[src/rtl/nx_node_inbound_pkg.sv]
// Shared node message, signal and lane types used by the node inbound path and the core.
package nx_node_inbound_pkg;

  localparam int ROW_W      = 4;
  localparam int COL_W      = 4;
  localparam int MSG_ADDR_W = 11;

  typedef enum logic [1:0] {
    NODE_COMMAND_LOAD    = 2'd0,
    NODE_COMMAND_SIGNAL  = 2'd1,
    NODE_COMMAND_CONTROL = 2'd2,
    NODE_COMMAND_TRACE   = 2'd3
  } node_command_t;

  // Selects lane[0] of a signal write relative to the core's current slot.
  typedef enum logic [1:0] {
    NODE_SIG_SLOT_PRESERVE = 2'd0,
    NODE_SIG_SLOT_INVERSE  = 2'd1,
    NODE_SIG_SLOT_LOWER    = 2'd2,
    NODE_SIG_SLOT_UPPER    = 2'd3
  } node_sig_slot_t;

  typedef logic [1:0] node_lane_t;

  typedef struct packed {
    logic [ROW_W-1:0] row;
    logic [COL_W-1:0] column;
  } node_id_t;

  typedef struct packed {
    logic [MSG_ADDR_W-1:0] address;
    node_sig_slot_t        slot;
    logic [7:0]            data;
  } node_signal_t;

  typedef struct packed {
    node_id_t      target;
    node_command_t command;
    node_signal_t  payload;
  } node_message_t;

  function automatic node_lane_t sig_lane(input logic [MSG_ADDR_W-1:0] address,
                                          input node_sig_slot_t        slot,
                                          input logic                  cur_slot);
    node_lane_t lane;
    lane[1] = address[0];
    case (slot)
      NODE_SIG_SLOT_PRESERVE: lane[0] = cur_slot;
      NODE_SIG_SLOT_INVERSE:  lane[0] = ~cur_slot;
      NODE_SIG_SLOT_LOWER:    lane[0] = 1'b0;
      default:                lane[0] = 1'b1;
    endcase
    return lane;
  endfunction

endpackage

[src/rtl/nx_node_inbound_fifo.sv]
// Generic DEPTH x WIDTH synchronous FIFO with full/empty/level; head data is shown combinationally.
module nx_fifo_sync #(
  parameter int DEPTH = 2,
  parameter int WIDTH = 8
) (
  input  logic                     i_clk,
  input  logic                     i_rst,
  input  logic                     i_push,
  input  logic [WIDTH-1:0]         i_push_data,
  input  logic                     i_pop,
  output logic [WIDTH-1:0]         o_head_data,
  output logic                     o_full,
  output logic                     o_empty,
  output logic [$clog2(DEPTH):0]   o_level
);

  localparam int PTR_W = $clog2(DEPTH);

  logic [WIDTH-1:0] mem_q [DEPTH];
  logic [PTR_W-1:0] wr_ptr_q, wr_ptr_d;
  logic [PTR_W-1:0] rd_ptr_q, rd_ptr_d;
  logic [PTR_W:0]   level_q, level_d;
  logic             do_push, do_pop;

  assign o_full      = (level_q == (PTR_W+1)'(DEPTH));
  assign o_empty     = (level_q == '0);
  assign o_level     = level_q;
  assign o_head_data = mem_q[rd_ptr_q];
  assign do_push     = i_push && !o_full;
  assign do_pop      = i_pop && !o_empty;

  // NOTE: every variable assigned in always_comb gets a default first, so no latch can be inferred.
  always_comb begin
    wr_ptr_d = wr_ptr_q;
    rd_ptr_d = rd_ptr_q;
    level_d  = level_q;
    if (do_push) wr_ptr_d = wr_ptr_q + 1'b1;
    if (do_pop)  rd_ptr_d = rd_ptr_q + 1'b1;
    case ({do_push, do_pop})
      2'b10:   level_d = level_q + 1'b1;
      2'b01:   level_d = level_q - 1'b1;
      default: level_d = level_q;
    endcase
  end

  // NOTE: storage is deliberately left out of reset; the level counter alone decides what is valid.
  always_ff @(posedge i_clk) begin
    if (do_push) mem_q[wr_ptr_q] <= i_push_data;
  end

  // NOTE: sequential state uses non-blocking assignments so all registers update from pre-edge values.
  always_ff @(posedge i_clk or posedge i_rst) begin
    if (i_rst) begin
      wr_ptr_q <= '0;
      rd_ptr_q <= '0;
      level_q  <= '0;
    end else begin
      wr_ptr_q <= wr_ptr_d;
      rd_ptr_q <= rd_ptr_d;
      level_q  <= level_d;
    end
  end

endmodule

[src/rtl/nx_node_inbound.sv]
// Inbound SIGNAL path: buffers router traffic and turns SIGNAL messages for this node
// into byte-lane data RAM writes, yielding to the core; everything else is dropped and counted.
module nx_node_inbound
  import nx_node_inbound_pkg::*;
#(
  parameter int FIFO_DEPTH = 2,
  parameter int RAM_ADDR_W = 10,
  parameter int RAM_DATA_W = 32
) (
  input  logic                  i_clk,
  input  logic                  i_rst,
  input  logic [ROW_W-1:0]      i_node_row,
  input  logic [COL_W-1:0]      i_node_col,
  input  logic                  i_slot,
  input  node_message_t         i_msg_data,
  input  logic                  i_msg_valid,
  output logic                  o_msg_ready,
  input  logic                  i_core_access,
  output logic [RAM_ADDR_W-1:0] o_data_addr,
  output logic [RAM_DATA_W-1:0] o_data_wr_data,
  output logic [RAM_DATA_W-1:0] o_data_wr_strb,
  output logic                  o_data_wr_en,
  output logic                  o_busy,
  output logic [7:0]            o_dropped
);

  localparam int LVL_W = $clog2(FIFO_DEPTH) + 1;

  node_message_t    head;
  node_lane_t       lane;
  logic             fifo_full, fifo_empty;
  logic [LVL_W-1:0] fifo_level;
  logic             head_valid, accept, drop, pop;
  logic [7:0]       dropped_q, dropped_d;

  assign o_msg_ready = !fifo_full;
  assign o_busy      = (fifo_level != '0);
  assign o_dropped   = dropped_q;
  assign head_valid  = !fifo_empty;

  nx_fifo_sync #(
    .DEPTH (FIFO_DEPTH),
    .WIDTH ($bits(node_message_t))
  ) u_fifo (
    .i_clk       (i_clk),
    .i_rst       (i_rst),
    .i_push      (i_msg_valid && o_msg_ready),
    .i_push_data (i_msg_data),
    .i_pop       (pop),
    .o_head_data (head),
    .o_full      (fifo_full),
    .o_empty     (fifo_empty),
    .o_level     (fifo_level)
  );

  // Lane follows i_slot live, so a stalled write tracks slot changes until it issues.
  always_comb begin
    accept = (head.command == NODE_COMMAND_SIGNAL) &&
             (head.target.row == i_node_row) &&
             (head.target.column == i_node_col);
    lane           = sig_lane(head.payload.address, head.payload.slot, i_slot);
    o_data_wr_en   = head_valid && accept && !i_core_access;
    o_data_addr    = '0;
    o_data_wr_data = '0;
    o_data_wr_strb = '0;
    if (head_valid) begin
      o_data_addr    = RAM_ADDR_W'(head.payload.address[MSG_ADDR_W-1:1]);
      o_data_wr_data = RAM_DATA_W'({4{head.payload.data}});
      o_data_wr_strb = RAM_DATA_W'(32'hFF << {lane, 3'd0});
    end
    drop = head_valid && !accept;
    pop  = o_data_wr_en || drop;
    dropped_d = dropped_q;
    if (drop && (dropped_q != 8'hFF)) dropped_d = dropped_q + 8'd1;
  end

  always_ff @(posedge i_clk or posedge i_rst) begin
    if (i_rst) dropped_q <= '0;
    else       dropped_q <= dropped_d;
  end

endmodule
[config.mk]
export PLATFORM = sky130hd
export DESIGN_NAME = nx_node_inbound
export DESIGN_NICKNAME = d
export VERILOG_FILES = /design/src/rtl/nx_node_inbound_pkg.sv /design/src/rtl/nx_node_inbound_fifo.sv /design/src/rtl/nx_node_inbound.sv
export SDC_FILE = /design/constraint.sdc
export NUM_CORES = 1
export LEC_CHECK = 0
export ABC_AREA = 1
export BUFFER_PORTS_ARGS = -buffer_cell sky130_fd_sc_hd__clkbuf_2
export CAP_MARGIN = 0
export CORE_UTILIZATION = 25
export CTS_BUF_LIST = sky130_fd_sc_hd__clkbuf_8 sky130_fd_sc_hd__clkbuf_16
export DETAILED_ROUTE_END_ITERATION = 16
export PLACE_DENSITY = 0.47
export SLEW_MARGIN = 20
export SYNTH_ARGS = -nofsm -noshare
export SYNTH_HDL_FRONTEND = slang
export SYNTH_SLANG_ARGS = --single-unit
export TNS_END_PERCENT = 20
[constraint.sdc]
create_clock -name i_clk -period 2.39 [get_ports i_clk]
set_clock_uncertainty 0.2 [all_clocks]
set_input_delay 0 -clock i_clk [delete_from_list [all_inputs] [get_ports i_clk]]
set_output_delay 0 -clock i_clk [all_outputs]
set_load 0.1 [all_outputs]
==> flow_metrics.py <==
metrics = {
    "run_status": {
        "outcome": "completed",
    },
    "global_route": {
        "grt_usage_pct": 12.2,
        "grt_max_degree": 33,
        "grt_pass1_wl_mm": 13.7,
        "antenna_found_initial": 0,
        "grt_overflow": 0,
        "first_global_vias": 2747,
    },
    "synth": {
        "ys_top_cells_by_area": "edfxtp_1, buf_4, nand2_1",
        "synth_nets": 390,
        "yosysMostFrequentCell": "nand2_1",
        "yosys.area.top_type": "edfxtp_1",
        "async_flop_share_pct": 16.2,
        "synth_top_area_share_pct": 52.3,
        "synth_area_mm2": 0.00356,
        "yosys-top-cells-count": "nand2_1, edfxtp_1, buf_4",
        "synth_seq_area_share_pct": 60.8,
        "yosysWarnings": 0,
        "yosysUniqueCellTypes": 23,
        "synth-seq-cells": 74,
        "synthFlopType": "edfxtp_1",
        "synth.avg_cell_area_um2": 10.3,
        "syn_inst": 344,
        "synth_edf_count": 62,
    },
    "timing": {
        "hold_violations": 0,
        "slew_viol_final": 0,
        "setup_viol": 0,
        "final.min_clock_period_ns": 2.31,
        "layout_worst_path_cycle_share_pct": 96.8,
        "rsz0062_at_grt": "yes",
        "maxSlewHeadroom_pct": 61.0,
        "fmax_ghz": 0.432,
        "worst_pin_slew_ns": 0.588,
    },
    "finish": {
        "syn2layout_area_growth_pct": 71.6,
        "nets": 522,
        "fin_util_pct": 44.0,
        "final_cell_area_mm2": 0.00610,
        "drive_above_1_share_pct": 40.3,
        "antenna_cells": 0,
    },
    "floorplan": {
        "die_w_um": 121,
        "die_y_um": 121,
        "core-area_mm2": 0.0139,
        "ios": 129,
        "rows": 43,
        "fp.dieArea_mm2": 0.0147,
        "start_util_pct": 25.6,
    },
    "clock_network": {
        "htree_levels": 3,
        "cts_max_path_buffers": 2,
        "clock_latency_ns": 0.33,
        "clkSinkCount": 74,
        "cts_tree": "yes",
        "cts.clk_slew.worst_paths_ns": 0.06,
        "cts_buffers": 9,
        "root_buffer": "clkbuf_16",
    },
    "run": {
        "max_cap_violations": 0,
    },
    "worst_setup_path": {
        "cp-end-kind": "output pin",
        "arrival_ns": 2.11,
        "worstSetupPathType": "reg2out",
        "cp-start-kind": "flip-flop",
        "required_ns": 2.19,
        "cp_max_fo": 8,
    },
    "routing": {
        "detail-route-antenna-nets": 0,
        "wirelength_mm": 8.68,
        "viasPerCell": 4.18,
        "wl_per_cell_um": 13.1,
        "drt-initial-drc-count": 83,
        "vias": 2762,
        "dr.pass1.iters": 4,
        "drc": 0,
    },
    "place": {
        "placed_cell_area_mm2": 0.00534,
        "post-dp-hpwl_mm": 6.10,
        "portBuffers": 128,
        "gp_congestion": 0.749,
    },
    "hold_path": {
        "hold_class": "in2reg",
    },
}
-- path summary, 6_finish.rpt --
check / end / slack [ns] / startpoint / cells after the start
max: o_data_wr_strb[3] / 0.08 / u_fifo.rd_ptr_q / 10
min in group asynchronous: u_fifo.o_level[0] / 0.06 / i_rst / 3
min reg2reg: u_fifo.o_level[1] / 0.32 / u_fifo.o_level[1] / 1
min: u_fifo.rd_ptr_q / 0.03 / i_node_col[0] / 7
max reg2reg: u_fifo.o_level[1] / 0.15 / u_fifo.rd_ptr_q / 16
max in group asynchronous: u_fifo.rd_ptr_q / 1.54 / i_rst / 3
-- state kept, by name, summed over array words and instances, names as in the netlist --
register,cells
o_dropped,8
u_fifo.wr_ptr_q,1
u_fifo.mem_q,62
u_fifo.o_level,2
u_fifo.rd_ptr_q,1
-- placed cells by master (no fill, tap or decap), types with 2 or more instances in the layout --
| cell | instances |
|---|---|
| clkinv_2 | 3 |
| o21ai_0 | 3 |
| nand2_2 | 3 |
| clkinv_4 | 3 |
| clkbuf_2 | 53 |
| o21ai_2 | 2 |
| nand2_4 | 2 |
| a21oi_2 | 6 |
| buf_4 | 12 |
| xnor2_1 | 5 |
| edfxtp_1 | 62 |
| buf_12 | 78 |
| nand3_1 | 17 |
| buf_6 | 3 |
| dlygate4sd3_1 | 34 |
| nor2_4 | 6 |
| nand3b_1 | 4 |
| nor2_2 | 3 |
| inv_1 | 20 |
| nand2_1 | 102 |
| a21oi_4 | 2 |
| dfrtp_1 | 11 |
| a21oi_1 | 12 |
| clkbuf_16 | 9 |
| xor2_1 | 4 |
| buf_16 | 2 |
| nor2_1 | 8 |
-- logic make-up (layout without fill, tap and decap cells) --
| logic type | Yosys count | in the layout | synth area share, % |
|---|---|---|---|
| AOI/OAI and AO/OA | 26 | 26 | 3.76 |
| xor gates and xnor gates | 9 | 9 | 2.22 |
| adders and majority gates | 2 | 2 | 0.703 |
| buffers and inverters | 83 | 220 | 15.0 |
| DFF | 74 | 74 | 60.8 |
| muxes | 1 | 1 | 0.281 |
| and+or+nand+nor | 149 | 149 | 17.3 |
-- layout make-up --
type	instances	area (um^2)
flip-flops and latches	74	2160
repair inverters	1	5.00
clock buffers	9	225
well taps	180	225
fillers	1278	7780
repair buffers	182	2350
inverters	21	90.1
clock inverters	7	38.8
multi-input cells	187	1010
-- through the flow --
stage | setup slack, ns | hold WS [ns] | cells | setup TNS (ns)
after floorplan | -0.287 | -0.335 | 344 | -22.58
after global placement | 0.109 | -0.146 | 603 | 0
after detailed placement | 0.0555 | -0.132 | 603 | 0
final | 0.0774 | 0.0252 | 661 | 0
after global routing | -0.0585 | 0.115 | 661 | -0.229
after CTS | 0.00128 | 0.0209 | 653 | 0
-- timing repair --
action	4_1_cts	5_1_grt
setup buffers	0	7
hold buffers	34	0
endpoints found under the hold margin	76	0
cloned	0	1
endpoints found under the setup margin	32	34
pin swaps	1	1
resized for setup	3	18
-- worst max-delay path, cell delays in order, from the launching register on --
cell,delay [ns]
dfrtp_2,0.43
clkinv_4,0.10
buf_6,0.15
or2_2,0.28
o21ai_2,0.08
nand2_2,0.09
nand2_4,0.12
inv_4,0.06
nor2_4,0.12
buf_12,0.17
buf_12,0.18
-- routing by layer --
| metal | global-route usage [%] | vias up | wire length, um |
|---|---|---|---|
| met3 | 3.20 | 6 | 525 |
| met2 | 21.0 | 96 | 4340 |
| met5 | 0 | - | 0 |
| met1 | 14.7 | 1315 | 3740 |
| met4 | 3.94 | 0 | 80 |
| li1 | - | 1345 | - |
Power is not shown: default switching activity piles up to over one toggle a cycle in this logic, so the estimate is an artifact.
